===== config.mk =====
export PLATFORM = sky130hd
export DESIGN_NAME = control_unit_pipe
export DESIGN_NICKNAME = d
export VERILOG_FILES = /design/src/rtl/control_unit_pipe.sv
export SDC_FILE = /design/constraint.sdc
export NUM_CORES = 1
export LEC_CHECK = 0
export BUFFER_PORTS_ARGS = -buffer_cell sky130_fd_sc_hd__buf_2
export CAP_MARGIN = 20
export CELL_PAD_IN_SITES_DETAIL_PLACEMENT = 1
export CELL_PAD_IN_SITES_GLOBAL_PLACEMENT = 2
export CORE_MARGIN = 2
export CORE_UTILIZATION = 25
export CTS_CLUSTER_DIAMETER = 100
export DETAILED_ROUTE_END_ITERATION = 8
export HOLD_SLACK_MARGIN = 0.03
export PLACE_DENSITY = 0.78
export SLEW_MARGIN = 20
export SYNTH_ARGS = -nofsm -noshare
export SYNTH_HDL_FRONTEND = slang
export SYNTH_SLANG_ARGS = --single-unit

===== constraint.sdc =====
create_clock -name clk -period 1 [get_ports clk]
set_input_delay 0.1 -clock clk [delete_from_list [all_inputs] [get_ports clk]]
set_output_delay 0.1 -clock clk [all_outputs]
set_load 0.005 [all_outputs]

===== src/rtl/control_unit_pipe.sv =====
// control_unit_pipe: main decoder producing the registered ID/EX control field with stall and flush
module control_unit_pipe (
    input  logic       clk,
    input  logic       rst_n,
    input  logic [2:0] opCode,
    input  logic       stall,
    input  logic       flush,
    output logic       regDst,
    output logic       aluSrc,
    output logic       memtoReg,
    output logic       regWrite,
    output logic       memRead,
    output logic       memWrite,
    output logic       branch,
    output logic [1:0] aluOp,
    output logic       illegal
);
    // control word: {regDst, aluSrc, memtoReg, regWrite, memRead, memWrite, branch, aluOp, illegal}
    logic [9:0] dec;
    logic [9:0] ctrl_d;
    logic [9:0] ctrl_q;

    // opcode decode; reserved opcodes give a NOP with illegal raised
    always_comb begin
        dec = '0;
        case (opCode)
            3'd0:    dec = 10'b1001000_10_0;
            3'd1:    dec = 10'b0111100_00_0;
            3'd2:    dec = 10'b0100010_00_0;
            3'd3:    dec = 10'b0000001_01_0;
            3'd4:    dec = 10'b0101000_00_0;
            3'd5:    dec = 10'b0101000_11_0;
            default: dec = 10'b0000000_00_1;
        endcase
    end

    // next field: a flush bubble beats a stall hold, which beats a normal load
    always_comb begin
        ctrl_d = flush ? '0 : (stall ? ctrl_q : dec);
    end

    // ID/EX control register, cleared asynchronously
    always_ff @(posedge clk or negedge rst_n) begin
        if (!rst_n)
            ctrl_q <= '0;
        else
            ctrl_q <= ctrl_d;
    end

    assign {regDst, aluSrc, memtoReg, regWrite, memRead, memWrite, branch, aluOp, illegal} = ctrl_q;
endmodule


==> reports/metrics.cfg, run 1 <==
[outcome]
outcome = complete, no violations

[grt]
grt_max_degree = 16
antenna_found_initial = 0
grt_use_total_pct = 12.9
grt_overflow = 0
grt_pass1_wl_um = 1730
grt_pass1_vias = 373

[synthesis]
synth.most_common_cell = dfrtp_1
synth_edf_count = 0
syn_nets = 48
async_flop_share_pct = 100
ys_top_cells_by_count = dfrtp_1 (9), nor2_1 (7), a21oi_1 (5)
yosysSeqAreaShare_pct = 54.7
synthCells = 41
ys_warn_count = 0
ys_seq_elements = 9
syn_avg_cell_area_um2 = 10.0
ys.flop_type = dfrtp_1
synth.top_cells.by_area = dfrtp_1 (55%), nand3b_1 (7.3%), nor2_1 (6.4%)
synth_area_um2 = 412
synth_top_area_share_pct = 54.7
synth_top_area_cell = dfrtp_1
ys_types = 14

[placement]
portBuffers = 16
postPlaceCellArea_um2 = 495
dp_slack_ns = 0.192
place_congestion = 0.704
dp_hpwl_um = 676
placed_cells = 70

[setup_path]
timing.critical_path.buf_inv = 1
required_ns = 0.90
path_class = reg2out
cp_top_family = flip-flops
cp_cell_sequence = buf_2
slowest_delay_ns = 0.39
critPathCaptureType = primary output
cp-start-kind = flip-flop
slowest_stage = dfrtp_1
crit_arrival_ns = 0.78
cp_max_fo = 2

[power_and_ir_drop]
cellLeakagePower_nw = 0.270
powerDensity_nw_per_um2 = 1430
ir_worst_vdd_uv = 696
p_total_mw = 0.758

[finish]
syn_to_final_growth_pct = 29.2
regArea_um2 = 225
postLayoutCellArea_um2 = 532
reg_top3 = ctrl_q (9)
layoutNonFillerInstCount = 75
fin_util_pct = 34.9
diodes = 0
largest_reg_flops = 9
largest-register = ctrl_q
finalNetCount = 67
drive_above_1_share_pct = 33.9
fillCellCount = 184
multi_input_area_um2 = 170

[drt]
wl_per_cell_um = 13.0
drtIter0Drc = 8
vias = 358
final_antenna_net_count = 0
firstDrtPassIters = 4
drc = 0
wirelength_um = 977
vias_per_cell = 4.77

[timing]
setup-violations-final = 0
fin_crit_sh_pct = 87.8
rsz0062_at_grt = no
hold_viol_final = 0
slew_headroom_pct = 83.5
finalHoldWorstSlack_ns = 0.137
post-route-worst-setup-slack_ns = 0.122
fin_worst_skew_ns = 0
max_freq_mhz = 1140
tightest_slew_ns = 0.245
fin_tns_setup_ns = 0
period_needed_ns = 0.878
final_max_slew_viol_count = 0

[floorplan]
io_pins = 17
coreArea_um2 = 1520
fp.dieW_um = 44.6
row_count = 14
die_y_um = 44.6
start_util_pct = 27.0
die-area_um2 = 1990

[clock_network]
path_clk_slew_ns = 0.06
worstSkewPairLatency_ns = 0.25
post_cts_buffers = 0
htreeDepth = 1
cts_tree = done
clk_path_buf_depth = 2
cts_made_buffers = 3
postCtsHoldBufs = 1
cts_root_buf = clkbuf_4
clock_sink_count = 9
cts_resized = 0

[worst_hold_path]
holdCritPathClass = in2reg

[job]
drv_cap = 0

[report_power, final]
| group | internal [mW] | total [mW] | leakage, nW | switching (mW) |
|---|---|---|---|---|
| clock network | 0.154 | 0.276 | 0.0150 | 0.122 |
| logic | 0.0414 | 0.0974 | 0.132 | 0.0560 |
| registers | 0.378 | 0.385 | 0.123 | 0.00694 |
| total | 0.573 | 0.758 | 0.270 | 0.185 |
[path summary, 6_finish.rpt]
| kind | startpoint | end | slack [ns] | cells past startpoint |
|---|---|---|---|---|
| max | ctrl_q[4] | memWrite | 0.12 | 1 |
| max reg2reg | ctrl_q[3] | ctrl_q[3] | 0.24 | 2 |
| min | flush | ctrl_q[1] | 0.14 | 2 |
| min reg2reg | ctrl_q[6] | ctrl_q[6] | 0.52 | 2 |
| max in group asynchronous | rst_n | ctrl_q[6] | 0.58 | 2 |
| min in group asynchronous | rst_n | ctrl_q[4] | 0.24 | 2 |
[cell usage in the layout (no fill, tap or decap)]
| cell | n |
|---|---|
| buf_2 | 16 |
| dfrtp_1 | 9 |
| nor2_1 | 7 |
| a21oi_1 | 5 |
| nand3b_1 | 4 |
| a22oi_1 | 3 |
| nand2_1 | 3 |
| clkbuf_4 | 3 |
| nor2b_1 | 2 |
| xor2_1 | 2 |
| nor4_1 | 1 |
| nand2b_1 | 1 |
| o31ai_2 | 1 |
| clkbuf_1 | 1 |
| dlygate4sd3_1 | 1 |
[final cells by class]
type / instances / share of cell area (%)
tap: 16 / 3.76
sequential: 9 / 42.4
timing repair buffer: 17 / 16.9
multi-input combinational: 29 / 32.0
clock buffer: 4 / 4.94
[metal layers]
layer	vias to the layer above	part of all wire, %	GRT usage, %
met5	-	0	0
li1	178	-	-
met1	167	43	14.5
met2	11	49	19.7
met4	0	2.0	7.27
met3	2	6.1	6.53
[cell families after synthesis]
kind of cell / synth area share, %
compound gates: 14.6
xor+xnor: 4.26
buf+inv: 3.95
flops: 54.7
simple gates: 22.5
(Power assumes the default switching activity.)
==> run 2: changes to the inputs <==
--- a/config.mk
+++ b/config.mk
@@ -14,7 +14,7 @@
 export CTS_CLUSTER_DIAMETER = 100
 export DETAILED_ROUTE_END_ITERATION = 8
 export HOLD_SLACK_MARGIN = 0.03
-export PLACE_DENSITY = 0.78
+export PLACE_DENSITY_LB_ADDON = 0.1
 export SLEW_MARGIN = 20
 export SYNTH_ARGS = -nofsm -noshare
 export SYNTH_HDL_FRONTEND = slang
==> run 2 against run 1 <==
  * Wire length rose by 1.1%
  * Final cell count unchanged
  * Critical endpoint is now memtoReg
  * Count of clock-buffer cells in the layout is the same
  * Largest power group unchanged
==> reports/metrics.cfg, run 2 (synthesized netlist as in run 1, its figures left out) <==
[timing]
tightest_slew_ns = 0.253  ; +0.00781 ns
final_max_slew_viol_count = 0  ; unchanged
setup-violations-final = 0  ; unchanged
hold_viol_final = 0  ; unchanged
fin_tns_setup_ns = 0  ; unchanged
rsz0062_at_grt = no
max_freq_mhz = 1140  ; -0.25%
fin_worst_skew_ns = 0  ; unchanged
slew_headroom_pct = 83.1  ; -0.37 points
post-route-worst-setup-slack_ns = 0.120  ; -0.00217 ns
period_needed_ns = 0.880  ; +0.00217 ns
fin_crit_sh_pct = 88.0  ; +0.22 points

[clock_network]
cts_tree = done
path_clk_slew_ns = 0.06  ; about the same
clock_sink_count = 9  ; unchanged
cts_root_buf = clkbuf_4
clk_path_buf_depth = 2  ; unchanged
cts_made_buffers = 3  ; unchanged
htreeDepth = 1  ; unchanged
worstSkewPairLatency_ns = 0.26  ; about the same

[setup_path]
cp_cell_sequence = buf_2
required_ns = 0.90  ; about the same
slowest_delay_ns = 0.39  ; about the same
cp_max_fo = 3  ; +1
slowest_stage = dfrtp_1
critPathCaptureType = primary output
cp_top_family = flip-flops
crit_arrival_ns = 0.78  ; about the same
path_class = reg2out
cp-start-kind = flip-flop
timing.critical_path.buf_inv = 1  ; unchanged

[finish]
final_common_cell = buf_2
fin_util_pct = 34.9  ; unchanged
finalNetCount = 67  ; unchanged
largest_reg_flops = 9  ; unchanged
syn_to_final_growth_pct = 29.2  ; unchanged
largest-register = ctrl_q
diodes = 0  ; unchanged
final_cell_mix = buf_2 (16), dfrtp_1 (9), nor2_1 (7), a21oi_1 (5), nand3b_1 (4)
drive_above_1_share_pct = 33.9  ; unchanged
reg_top3 = ctrl_q (9)
layoutNonFillerInstCount = 75  ; unchanged

[drt]
vias = 366  ; +2.2%
firstDrtPassIters = 2  ; -2
wl_per_cell_um = 13.2  ; +1.1%
wirelength_um = 988  ; +1.1%
drc = 0  ; unchanged
drtIter0Drc = 9  ; +1
vias_per_cell = 4.88  ; +2.2%
final_antenna_net_count = 0  ; unchanged

[floorplan]
coreArea_um2 = 1520  ; unchanged
start_util_pct = 27.0  ; unchanged
row_count = 14  ; unchanged
die-area_um2 = 1990  ; unchanged
fp.dieW_um = 44.6  ; unchanged
io_pins = 17  ; unchanged
die_y_um = 44.6  ; unchanged

[job]
drv_cap = 0  ; unchanged

[placement]
dp_slack_ns = 0.182  ; -0.00955 ns
placed_cells = 70  ; unchanged
dp_hpwl_um = 722  ; +6.8%
place_congestion = 0.689  ; -2.2%
portBuffers = 16  ; unchanged

[power_and_ir_drop]
ir_worst_vdd_uv = 456  ; -34%
powerDensity_nw_per_um2 = 1440  ; +0.84%
cellLeakagePower_nw = 0.270  ; unchanged

[grt]
grt_pass1_wl_um = 1620  ; -6.0%
grt_overflow = 0  ; unchanged
antenna_found_initial = 0  ; unchanged
grt_use_total_pct = 11.9  ; -1.1 points
grt_max_degree = 16  ; unchanged
grt_pass1_vias = 355  ; -4.8%

[outcome]
outcome = complete, no violations

[worst_hold_path]
holdCritPathClass = in2reg

==> run 2: final cells by class <==
class / count / area, um2
fillers: 191 / 992
flip-flops and latches: 9 / 225
multi-input cells: 29 / 170
repair buffers: 17 / 90.1
clock buffers: 4 / 26.3
well taps: 16 / 20.0
==> run 2: per-layer routing <==
layer  track usage [%]  routed length (um)
met1              13.5                 461
met4              3.64                   0
met5                 0                   0
met2              17.7                 457
met3              8.16                  69
==> run 2: report_power, final <==
| group | total, mW | internal [mW] | switching (mW) |
|---|---|---|---|
| registers | 0.385 | 0.378 | 0.00682 |
| logic | 0.0987 | 0.0414 | 0.0573 |
| clock network | 0.281 | 0.154 | 0.127 |
| total | 0.764 | 0.573 | 0.192 |
==> run 2: through the flow <==
stage               cell area [um2]  hold WS, ns  total power, mW
floorplan                       412       -0.196            0.440
global placement                495      -0.0390            0.485
detailed placement              495      -0.0329            0.489
CTS                             532        0.129            0.784
global route                    532        0.140            0.819
finish                          532        0.130            0.764
==> run 2: final timing paths <==
path,start,end,slack [ns],cells after the start
max,ctrl_q[7],memtoReg,0.12,1
min,flush,ctrl_q[2],0.13,2
max reg2reg,ctrl_q[7],ctrl_q[7],0.26,2
min reg2reg,ctrl_q[9],ctrl_q[9],0.53,2
max in group asynchronous,rst_n,ctrl_q[4],0.60,2
min in group asynchronous,rst_n,ctrl_q[1],0.21,2
==> run 2: timing repair <==
action / in CTS / in global routing
buffers inserted: 0 / 0
resized for setup: 0 / 0
hold buffers: 1 / 0
endpoints found under the hold margin: 9 / 0
